`config.mk`:
```
export PLATFORM = sky130hd
export DESIGN_NAME = aer_frame_streamer_flat
export DESIGN_NICKNAME = d
export VERILOG_FILES = /design/src/rtl/aer_frame_streamer_if.sv /design/src/rtl/aer_frame_streamer.sv /design/src/flat_wrapper.sv
export SDC_FILE = /design/constraint.sdc
export NUM_CORES = 1
export LEC_CHECK = 0
export ABC_AREA = 1
export CORE_ASPECT_RATIO = 1.2
export CORE_UTILIZATION = 64
export DETAILED_ROUTE_END_ITERATION = 12
export DONT_BUFFER_PORTS = 1
export PLACE_DENSITY = 0.8
export SYNTH_ARGS = -nofsm -noshare
export SYNTH_HDL_FRONTEND = slang
export SYNTH_SLANG_ARGS = --single-unit
```
`constraint.sdc`:
```
create_clock -name clk -period 3.5 [get_ports clk]
set_input_delay 0.35 -clock clk [delete_from_list [all_inputs] [get_ports clk]]
set_output_delay 0.35 -clock clk [all_outputs]
set_load 0.03 [all_outputs]
```
`src/rtl/aer_frame_streamer_if.sv`:
```
// Frame-buffer read port, AER 4-phase handshake and scan control/status of the frame streamer.
interface aer_frame_streamer_if #(
  parameter int ADDR_WIDTH = 17,
  parameter int AER_WIDTH  = 11,
  parameter int CNT_WIDTH  = 20
);
  logic                  start;
  logic                  abort;
  logic                  read_data_neg;
  logic                  read_data_pos;
  logic [ADDR_WIDTH-1:0] addr;
  logic                  aer_nack;
  logic                  aer_nreq;
  logic [AER_WIDTH-1:0]  aer_data;
  logic                  busy;
  logic                  done;
  logic                  timeout_err;
  logic [CNT_WIDTH-1:0]  event_count;

  modport master (
    input  start, abort, read_data_neg, read_data_pos, aer_nack,
    output addr, aer_nreq, aer_data, busy, done, timeout_err, event_count
  );

  modport slave (
    output start, abort, read_data_neg, read_data_pos, aer_nack,
    input  addr, aer_nreq, aer_data, busy, done, timeout_err, event_count
  );
endinterface

```
`src/rtl/aer_frame_streamer.sv`:
```
// Scans a polarity frame row-major and emits row/column AER words over a 4-phase nreq/nack handshake.
// Handshake outputs are registered so nreq never glitches; abort is deferred while a word is in flight.
module aer_frame_streamer #(
  parameter int X_LENGTH     = 320,
  parameter int Y_DEPTH      = 240,
  parameter int X_ADDR_WIDTH = 9,
  parameter int Y_ADDR_WIDTH = 8,
  parameter int ADDR_WIDTH   = 17,
  parameter int AER_WIDTH    = 11,
  parameter int MEM_LAT      = 1,
  parameter int Y_FLIP       = 1,
  parameter int SKIP_EMPTY   = 0,
  parameter int TIMEOUT_CYC  = 65535,
  parameter int CNT_WIDTH    = 20
) (
  input logic                  clk,
  input logic                  rst,
  aer_frame_streamer_if.master bus
);

  localparam logic [X_ADDR_WIDTH-1:0] X_LAST    = X_ADDR_WIDTH'(X_LENGTH - 1);
  localparam logic [Y_ADDR_WIDTH-1:0] Y_LAST    = Y_ADDR_WIDTH'(Y_DEPTH - 1);
  localparam logic [2:0]              LAT_LAST  = 3'(MEM_LAT - 1);
  localparam int                      TO_LAST_I = (TIMEOUT_CYC > 0) ? TIMEOUT_CYC - 1 : 0;
  localparam logic [16:0]             TO_LAST   = 17'(TO_LAST_I);

  typedef enum logic [3:0] {
    S_IDLE, S_FETCH, S_EVAL, S_ROW_SETUP, S_COL_SETUP, S_REQ, S_ACK, S_ADVANCE, S_DONE
  } state_t;

  state_t                  state, state_nxt;
  logic [X_ADDR_WIDTH-1:0] x;
  logic [Y_ADDR_WIDTH-1:0] y;
  logic [ADDR_WIDTH-1:0]   addr_q;
  logic [2:0]              lat_cnt;
  logic [16:0]             to_cnt;
  logic                    neg_r, pos_r, row_owed, is_row, pol, abort_pend;
  logic [AER_WIDTH-1:0]    aer_data_q;
  logic                    nreq_q, busy_q, done_q, terr_q;
  logic [CNT_WIDTH-1:0]    cnt_q;

  logic pix_act, lat_done, to_hit, last_x, last_pix, stop_req, row_send, more_col;
  logic start_acc, ld_row, ld_col, col_pol, cnt_inc, to_fire, hs_entry;
  logic nreq_nxt, busy_nxt, done_nxt;

  function automatic logic [AER_WIDTH-1:0] row_word(input logic [Y_ADDR_WIDTH-1:0] yy);
    logic [AER_WIDTH-1:0] w;
    w = '0;
    w[Y_ADDR_WIDTH-1:0] = (Y_FLIP != 0) ? Y_LAST - yy : yy;
    return w;
  endfunction

  function automatic logic [AER_WIDTH-1:0] col_word(input logic [X_ADDR_WIDTH-1:0] xx, input logic p);
    logic [AER_WIDTH-1:0] w;
    w = '0;
    w[AER_WIDTH-1]      = 1'b1;
    w[X_ADDR_WIDTH:1]   = xx;
    w[0]                = p;
    return w;
  endfunction

  assign pix_act  = bus.read_data_neg | bus.read_data_pos;
  assign lat_done = (lat_cnt == LAT_LAST);
  assign to_hit   = (TIMEOUT_CYC != 0) && (to_cnt == TO_LAST);
  assign last_x   = (x == X_LAST);
  assign last_pix = last_x && (y == Y_LAST);
  assign stop_req = abort_pend | bus.abort;
  assign row_send = row_owed && (pix_act || (SKIP_EMPTY == 0));
  // A row word may precede an empty pixel (SKIP_EMPTY=0), so check the latched polarities.
  assign more_col = is_row ? (neg_r | pos_r) : (!pol && pos_r);

  always_ff @(posedge clk or posedge rst) begin
    if (rst) state <= S_IDLE;
    else     state <= state_nxt;
  end

  always_comb begin
    state_nxt = state;
    case (state)
      S_IDLE:      if (bus.start) state_nxt = S_FETCH;
      S_FETCH:     if (bus.abort) state_nxt = S_IDLE;
                   else if (lat_done) state_nxt = S_EVAL;
      S_EVAL:      if (bus.abort) state_nxt = S_IDLE;
                   else if (row_send) state_nxt = S_ROW_SETUP;
                   else if (pix_act) state_nxt = S_COL_SETUP;
                   else state_nxt = S_ADVANCE;
      S_ROW_SETUP: state_nxt = S_REQ;
      S_COL_SETUP: state_nxt = S_REQ;
      S_REQ:       if (!bus.aer_nack) state_nxt = S_ACK;
                   else if (to_hit) state_nxt = S_IDLE;
      S_ACK:       if (bus.aer_nack) begin
                     if (stop_req) state_nxt = S_IDLE;
                     else if (more_col) state_nxt = S_COL_SETUP;
                     else state_nxt = S_ADVANCE;
                   end else if (to_hit) state_nxt = S_IDLE;
      S_ADVANCE:   if (bus.abort) state_nxt = S_IDLE;
                   else if (last_pix) state_nxt = S_DONE;
                   else state_nxt = S_FETCH;
      S_DONE:      state_nxt = S_IDLE;
      default:     state_nxt = S_IDLE;
    endcase
  end

  always_comb begin
    start_acc = (state == S_IDLE) && bus.start;
    ld_row    = (state == S_EVAL) && (state_nxt == S_ROW_SETUP);
    ld_col    = (state_nxt == S_COL_SETUP) && (state != S_COL_SETUP);
    col_pol   = (state == S_EVAL) ? !bus.read_data_neg : (is_row ? !neg_r : 1'b1);
    cnt_inc   = (state == S_ACK) && bus.aer_nack && !is_row;
    to_fire   = to_hit && (((state == S_REQ) && bus.aer_nack) || ((state == S_ACK) && !bus.aer_nack));
    hs_entry  = ((state_nxt == S_REQ) || (state_nxt == S_ACK)) && (state_nxt != state);
    nreq_nxt  = (state_nxt != S_REQ);
    busy_nxt  = (state_nxt != S_IDLE);
    done_nxt  = (state_nxt == S_DONE);
  end

  always_ff @(posedge clk or posedge rst) begin
    if (rst) begin
      x <= '0; y <= '0; addr_q <= '0; lat_cnt <= '0; to_cnt <= '0;
      neg_r <= 1'b0; pos_r <= 1'b0; row_owed <= 1'b0; is_row <= 1'b0; pol <= 1'b0;
      abort_pend <= 1'b0; aer_data_q <= '0; nreq_q <= 1'b1; busy_q <= 1'b0;
      done_q <= 1'b0; terr_q <= 1'b0; cnt_q <= '0;
    end else begin
      nreq_q <= nreq_nxt;
      busy_q <= busy_nxt;
      done_q <= done_nxt;
      if (start_acc) begin
        x <= '0; y <= '0; addr_q <= '0; row_owed <= 1'b1;
        terr_q <= 1'b0; cnt_q <= '0;
      end
      if ((state_nxt == S_FETCH) && (state != S_FETCH)) lat_cnt <= '0;
      else if (state == S_FETCH) lat_cnt <= lat_cnt + 3'd1;
      if (state == S_EVAL) begin
        neg_r <= bus.read_data_neg;
        pos_r <= bus.read_data_pos;
      end
      if (ld_row) begin
        aer_data_q <= row_word(y);
        is_row     <= 1'b1;
        row_owed   <= 1'b0;
      end
      if (ld_col) begin
        aer_data_q <= col_word(x, col_pol);
        is_row     <= 1'b0;
        pol        <= col_pol;
      end
      if (hs_entry) to_cnt <= '0;
      else if ((state == S_REQ) || (state == S_ACK)) to_cnt <= to_cnt + 17'd1;
      if (cnt_inc && (cnt_q != '1)) cnt_q <= cnt_q + CNT_WIDTH'(1);
      if (to_fire) terr_q <= 1'b1;
      // Abort seen while a word is in flight is held until the handshake closes.
      if (state_nxt == S_IDLE || start_acc) abort_pend <= 1'b0;
      else if (bus.abort && ((state == S_ROW_SETUP) || (state == S_COL_SETUP) ||
                             (state == S_REQ) || (state == S_ACK))) abort_pend <= 1'b1;
      if ((state == S_ADVANCE) && (state_nxt == S_FETCH)) begin
        addr_q <= addr_q + ADDR_WIDTH'(1);
        if (last_x) begin
          x <= '0;
          y <= y + Y_ADDR_WIDTH'(1);
          row_owed <= 1'b1;
        end else begin
          x <= x + X_ADDR_WIDTH'(1);
        end
      end
      if (state == S_DONE) begin
        x <= '0; y <= '0; addr_q <= '0;
      end
    end
  end

  assign bus.addr        = addr_q;
  assign bus.aer_nreq    = nreq_q;
  assign bus.aer_data    = aer_data_q;
  assign bus.busy        = busy_q;
  assign bus.done        = done_q;
  assign bus.timeout_err = terr_q;
  assign bus.event_count = cnt_q;

endmodule
```
`src/flat_wrapper.sv`:
```
// flat-port wrapper written by rule: the top's interface ports become plain ports
module aer_frame_streamer_flat 
#(
  parameter int X_LENGTH     = 320,
  parameter int Y_DEPTH      = 240,
  parameter int X_ADDR_WIDTH = 9,
  parameter int Y_ADDR_WIDTH = 8,
  parameter int ADDR_WIDTH   = 17,
  parameter int AER_WIDTH    = 11,
  parameter int MEM_LAT      = 1,
  parameter int Y_FLIP       = 1,
  parameter int SKIP_EMPTY   = 0,
  parameter int TIMEOUT_CYC  = 65535,
  parameter int CNT_WIDTH    = 20
)
  (clk, rst, bus_start, bus_abort, bus_read_data_neg, bus_read_data_pos, bus_aer_nack, bus_addr, bus_aer_nreq, bus_aer_data, bus_busy, bus_done, bus_timeout_err, bus_event_count);
  aer_frame_streamer_if #(.ADDR_WIDTH(ADDR_WIDTH), .AER_WIDTH(AER_WIDTH), .CNT_WIDTH(CNT_WIDTH)) bus_i ();
  input logic clk;
  input logic rst;
  input wire logic [$bits(bus_i.start)-1:0] bus_start;
  input wire logic [$bits(bus_i.abort)-1:0] bus_abort;
  input wire logic [$bits(bus_i.read_data_neg)-1:0] bus_read_data_neg;
  input wire logic [$bits(bus_i.read_data_pos)-1:0] bus_read_data_pos;
  input wire logic [$bits(bus_i.aer_nack)-1:0] bus_aer_nack;
  output wire logic [$bits(bus_i.addr)-1:0] bus_addr;
  output wire logic [$bits(bus_i.aer_nreq)-1:0] bus_aer_nreq;
  output wire logic [$bits(bus_i.aer_data)-1:0] bus_aer_data;
  output wire logic [$bits(bus_i.busy)-1:0] bus_busy;
  output wire logic [$bits(bus_i.done)-1:0] bus_done;
  output wire logic [$bits(bus_i.timeout_err)-1:0] bus_timeout_err;
  output wire logic [$bits(bus_i.event_count)-1:0] bus_event_count;
  assign bus_i.start = bus_start;
  assign bus_i.abort = bus_abort;
  assign bus_i.read_data_neg = bus_read_data_neg;
  assign bus_i.read_data_pos = bus_read_data_pos;
  assign bus_i.aer_nack = bus_aer_nack;
  assign bus_addr = bus_i.addr;
  assign bus_aer_nreq = bus_i.aer_nreq;
  assign bus_aer_data = bus_i.aer_data;
  assign bus_busy = bus_i.busy;
  assign bus_done = bus_i.done;
  assign bus_timeout_err = bus_i.timeout_err;
  assign bus_event_count = bus_i.event_count;
  aer_frame_streamer #(.X_LENGTH(X_LENGTH), .Y_DEPTH(Y_DEPTH), .X_ADDR_WIDTH(X_ADDR_WIDTH), .Y_ADDR_WIDTH(Y_ADDR_WIDTH), .ADDR_WIDTH(ADDR_WIDTH), .AER_WIDTH(AER_WIDTH), .MEM_LAT(MEM_LAT), .Y_FLIP(Y_FLIP), .SKIP_EMPTY(SKIP_EMPTY), .TIMEOUT_CYC(TIMEOUT_CYC), .CNT_WIDTH(CNT_WIDTH)) u_core (.clk(clk), .rst(rst), .bus(bus_i));
endmodule
```
; ---- Word-level counts from Yosys, hierarchy flattened
; Index checks and enable logic that the tools add are counted.
[totals]
input_bits = 7
reg_bits = 99
word_cells = 135
out_inout_bits = 52
[classes]
reduce_logical = 39
n_bitwise = 3
mux = 46
n_eq_ne = 22
add_sub_neg = 7
[ops]
columns = operator, n
row1 = $mux W17, 5
row2 = $mux W4, 11
row3 = $mux W20, 2
row4 = $mux W9, 4
row5 = $add A17 B1 Y17 const B, 2
row6 = $mux W8, 4
row7 = $eq A4 B3 Y1 const B, 7
row8 = $pmux W4 S7, 1
row9 = $mux W11, 2
row10 = $add A20 B1 Y20 const B, 1
row11 = $ne A20 B20 Y1 const B, 1
row12 = $eq A17 B16 Y1 const B, 1
row13 = $logic_and A1 B1 Y1, 15
row14 = $mux W1, 13
row15 = $eq A4 B2 Y1 const B, 3
row16 = $reduce_bool A2 Y1, 6
row17 = $add A9 B1 Y9 const B, 1
row18 = $eq A9 B9 Y1 const B, 1
row19 = $add A8 B1 Y8 const B, 1
row20 = $eq A4 B1 Y1 const B, 2
row21 = $eq A4 B4 Y1 const B, 2
row22 = $eq A8 B8 Y1 const B, 1
row23 = $logic_not A4 Y1, 2
row24 = $ne A4 B3 Y1 const B, 2
row25 = other kinds (13), 27

; ---- Longest topological paths before layout
[logic_depth]
word_depth = 12
depth_mapped = 16
mapped_depth_nobuf = 16

; ---- Least setup slack after synthesis
; OpenSTA, ideal clock, no wires.
[synth_timing]
kind = register to register
start = register u_core.addr_q[1] (netlist: u_core.bus.addr[1])
end = register u_core.addr_q[12] (netlist: u_core.bus.addr[12])
path_slack_ns = 1.497
synth_period_minus_slack_ns = 2.003
stages_incl_launch_ff = 11
t_required_ns = 3.417
arrival_time_ns = 1.921
path_cell_list = dfrtp_1 -> ha_1 -> nand2_1 -> nor2_1 -> nand3_1 -> nor2_1 -> nand2_1 -> nor3_1 -> nand3_1 -> xor2_1 -> o21ai_0
[synth_via]
elab_chain_len = 3
[synth_rtl]
columns = element, line_no
row1 = from (decl), aer_frame_streamer.sv:34  ; logic [ADDR_WIDTH-1:0] addr_q;
row2 = from (signal assigned), aer_frame_streamer.sv:156  ; addr_q <= addr_q + ADDR_WIDTH'(1);
row3 = $add A17 B1 Y17, aer_frame_streamer.sv:156
row4 = $mux W17, aer_frame_streamer.sv:155  ; if ((state == S_ADVANCE) && (state_nxt == S_FETCH)) begin
row5 = $mux W17, aer_frame_streamer.sv:165  ; if (state == S_DONE) begin
; No other way between the ends.
; A chain may end at the register's enable or synchronous reset.

; ---- Worst setup path in the final report
[layout_timing]
start = register u_core.x[1]
end = register u_core.y[7]
[layout_via]
elab_chain_len = 9
word_cells_on_any_way = 10
cone_classes = eq/ne: 2 / mux: 6 / reduce/logical: 2
[layout_rtl]
columns = element, line_no
row1 = from (decl), aer_frame_streamer.sv:32  ; logic [X_ADDR_WIDTH-1:0] x;
row2 = from (signal assigned), aer_frame_streamer.sv:162  ; x <= x + X_ADDR_WIDTH'(1);
row3 = $eq A9 B9 Y1 (*), aer_frame_streamer.sv:65  ; assign last_x = (x == X_LAST);
row4 = $logic_and A1 B1 Y1, aer_frame_streamer.sv:66  ; assign last_pix = last_x && (y == Y_LAST);
row5 = $mux W4, aer_frame_streamer.sv:97  ; else if (last_pix) state_nxt = S_DONE;
row6 = $mux W4, aer_frame_streamer.sv:96  ; S_ADVANCE: if (bus.abort) state_nxt = S_IDLE;
row7 = $pmux W4 S7, aer_frame_streamer.sv:79  ; case (state)
row8 = $eq A4 B1 Y1, aer_frame_streamer.sv:155
row9 = $logic_and A1 B1 Y1, aer_frame_streamer.sv:155
row10 = $mux W8 (*), aer_frame_streamer.sv:155
row11 = $mux W8 (*), aer_frame_streamer.sv:165
row12 = to (signal assigned), aer_frame_streamer.sv:159  ; y <= y + Y_ADDR_WIDTH'(1);
row13 = to (decl), aer_frame_streamer.sv:33  ; logic [Y_ADDR_WIDTH-1:0] y;
; Mark *: on every way between the ends. The rest lies on a longest branch, timed or not.

==> results.cfg <==
[power_and_ir_drop]
p_comb_share_pct = 33.8
pwr-share-seq_pct = 44.2
p_sw_w = 0.001545
clkPwrFrac_pct = 22.1
power.leakage_nw = 2.534
netSwitchingFraction_pct = 42.95
peakVddDrop_mv = 0.3549
power.density_nw_per_um2 = 615.5
internal_power_w = 0.002052

[clock_network]
clock_latency_ns = 0.38
path_clk_slew_ns = 0.08
h-tree-depth = 3
postCtsSetupRepairBufs = 0
hold_buffers = 1
cts-root-buf = clkbuf_8
cts_tree = done
cts-resized-gates = 0
cts_buffers = 9
clock_path_buffers = 2
cts.sinks = 99

[timing]
max_slew_margin_pct = 51.06
tightest_slew_ns = 0.7323
final.setup.tns_ns = 0
final.min_clock_period_ns = 2.560
fin_ws_ns = 0.9396
finalClockSkew_ns = 0.01297
max_freq_mhz = 390.6
finalMaxSlewViolations = 0
fin_crit_sh_pct = 73.15
rsz0062_at_grt = no
setup_viol = 0
timing_hold_violations_final = 0

[synthesis]
async_flop_share_pct = 100.0
synth-adder-area-share_pct = 2.483
synth_enable_flop_cells = 0
syn_area_um2 = 5543
syn_inst = 672
synth_nets = 690
syn_avg_cell_area_um2 = 8.248
synth_flop_cell = dfrtp_1
synth_warnings = 0
yosys.area_share.simple_pct = 25.06
synth-compound-area-share_pct = 11.87
synth_mux_area_share_pct = 0
synth_top_family_by_area = simple AND/OR/NAND/NOR gates
ys_types = 41
yosys_register_bits = 99
yosysSeqAreaShare_pct = 44.72
synth-xor-area-share_pct = 8.375

[setup_path]
start_kind = flop
reg2reg_depth = 9
path_depth = 9
crit_required_ns = 3.79
cp-end-kind = flop
path_buf_inv = 1
cpMaxStageDelayCell = nand2_1
critPathTopFamily = simple AND/OR/NAND/NOR gates
crit_chain = ha_1 -> nand3_1 -> nor3_2 -> nand4_1 -> nand2_2 -> inv_2 -> nor2_4 -> nand2_1 -> o21ai_0
worstSetupPathType = flop to flop
critPathMaxFanout = 21
max_stage_delay_ns = 0.45
worstPathArrival_ns = 2.85

[detailed_routing]
met3_length_um = 616
routed_wl_um = 12440
drt-met1-wl_um = 5150
antenna_left = 0
highest_layer = met4
drc = 0
wl_per_cell_um = 15.78
first_iter_violations = 301
dr_total_vias = 4642
vias_per_cell = 5.891
firstDrtPassIters = 5
met2_length_um = 6260

[die]
die_height_um = 103.9
dieArea_um2 = 9039
fp.dieW_um = 86.96
core_region_area_um2 = 8243
initial_core_util_pct = 67.24
rows = 36
io_pins = 59

[layout]
fin_nets = 690
syn2layout_area_growth_pct = 5.463
drive_gt1_share_pct = 10.24
fillers = 680
antenna_cells = 0

[placed_design]
place_ws_ns = 0.9538
dp_hpwl_um = 8943
port_buffers = 0
gp_congestion = 0.9063

[global_route]
grt_max_degree = 49
grt_pass1_wl_um = 21670
grt_overflow = 0
grt_usage_pct = 30.35
antenna_found_initial = 0
grt_pass1_vias = 4646

[min_path]
hp-class = primary input to flop
whs_path_depth = 1

[job]
drv_cap = 0

[status]
run_status = complete, no violations
-- power groups by stage --
stage	sequential (W)	combinational [W]	clock [W]
2_1_floorplan	0.00156	0.00102	0
4_1_cts	0.00159	0.00122	0.000803
3_5_place_dp	0.00161	0.00120	0
3_3_place_gp	0.00160	0.00117	0
6_report	0.00159	0.00121	0.000794
5_1_grt	0.00161	0.00137	0.000853
-- worst paths after layout --
check,start,slack (ns),end
min in group asynchronous,rst,0.32,u_core.bus.addr[16]
min,bus_abort,0.04,u_core.state[3]
max in group asynchronous,rst,2.37,u_core.lat_cnt[1]
max,u_core.x[1],0.94,u_core.y[7]
max reg2reg,u_core.x[1],0.94,u_core.y[7]
min reg2reg,u_core.neg_r,0.50,u_core.neg_r
-- synth_stat cells (all sizes together) (4+ instances only) --
cell    instances  area, um2
xor2           45      394.1
nand2         119      459.2
nand4          17      106.4
inv            86      322.8
dfrtp          98       2452
nand3          72      387.9
nor3           25      140.1
a21oi          29      182.7
ha             11      137.6
buf            12      73.82
xnor2           8      70.07
o22ai          22      137.6
or2             4      25.02
nor2           53      224.0
o21ai          45      229.0
nor4            5      31.28
clkbuf          5      18.77
-- state kept, by name (all words and copies together), names as in the netlist, 3 cells and up --
signal / cells
u_core.bus.event_count: 20
u_core.bus.addr: 17
u_core.to_cnt: 17
u_core.bus.aer_data: 11
u_core.x: 9
u_core.y: 8
u_core.state: 4
u_core.lat_cnt: 3
-- area by class of cell --
cell class,count,area [um2],share of cell area [%]
multi-input cells,470,2649,45.31
clock inverters,3,65.06,1.113
inverters,86,325.3,5.565
repair buffers,6,47.55,0.8134
well taps,114,142.6,2.440
flip-flops and latches,99,2479,42.40
clock buffers,10,137.6,2.354
-- per-layer routing --
metal / vias to the layer above / GRT usage [%]
met5: - / 0
met4: 0 / 13.69
met3: 34 / 5.476
met2: 120 / 49.72
met1: 2245 / 38.77
li1: 2243 / -
-- cells by family (layout without fill, tap and decap cells) --
| kind of cell | after synthesis | after routing |
|---|---|---|
| buffers and inverters | 103 | 105 |
| flip-flops | 99 | 99 |
| XOR/XNOR | 53 | 53 |
| adder cells (fa/ha/maj) | 11 | 11 |
| AND/OR/NAND/NOR | 297 | 297 |
| AO/OA/AOI/OAI | 109 | 109 |
-- metrics by stage --
stage / util [%] / area [um2] / total power (W) / hold slack [ns] / std cells
finish: 70.92 / 5846 / 0.003598 / 0.04174 / 788
global route: 70.92 / 5846 / 0.003839 / 0.03770 / 788
CTS: 70.92 / 5846 / 0.003607 / 0.03653 / 788
detailed placement: 68.34 / 5633 / 0.002815 / 0.1131 / 774
global placement: 68.34 / 5633 / 0.002771 / 0.1096 / 774
floorplan: - / 5543 / 0.002580 / 0.4235 / 672
-- worst register-to-register path, stage by stage, from the launching register on --
cell	delay, ns
dfrtp_1	0.39
ha_1	0.20
nand3_1	0.15
nor3_2	0.20
nand4_1	0.20
nand2_2	0.21
inv_2	0.15
nor2_4	0.18
nand2_1	0.45
o21ai_0	0.34
-- layout by cell type (no fill, tap or decap), drive strengths merged, types with 3 or more instances in the layout --
master / count
nand2: 119
dfrtp: 98
inv: 86
nand3: 72
nor2: 53
xor2: 45
o21ai: 45
a21oi: 29
nor3: 25
o22ai: 22
nand4: 17
ha: 11
clkbuf: 10
xnor2: 8
nor4: 5
buf: 5
or2: 4
o32ai: 3
a311oi: 3
Note: power is estimated with default switching activity, not from simulation.
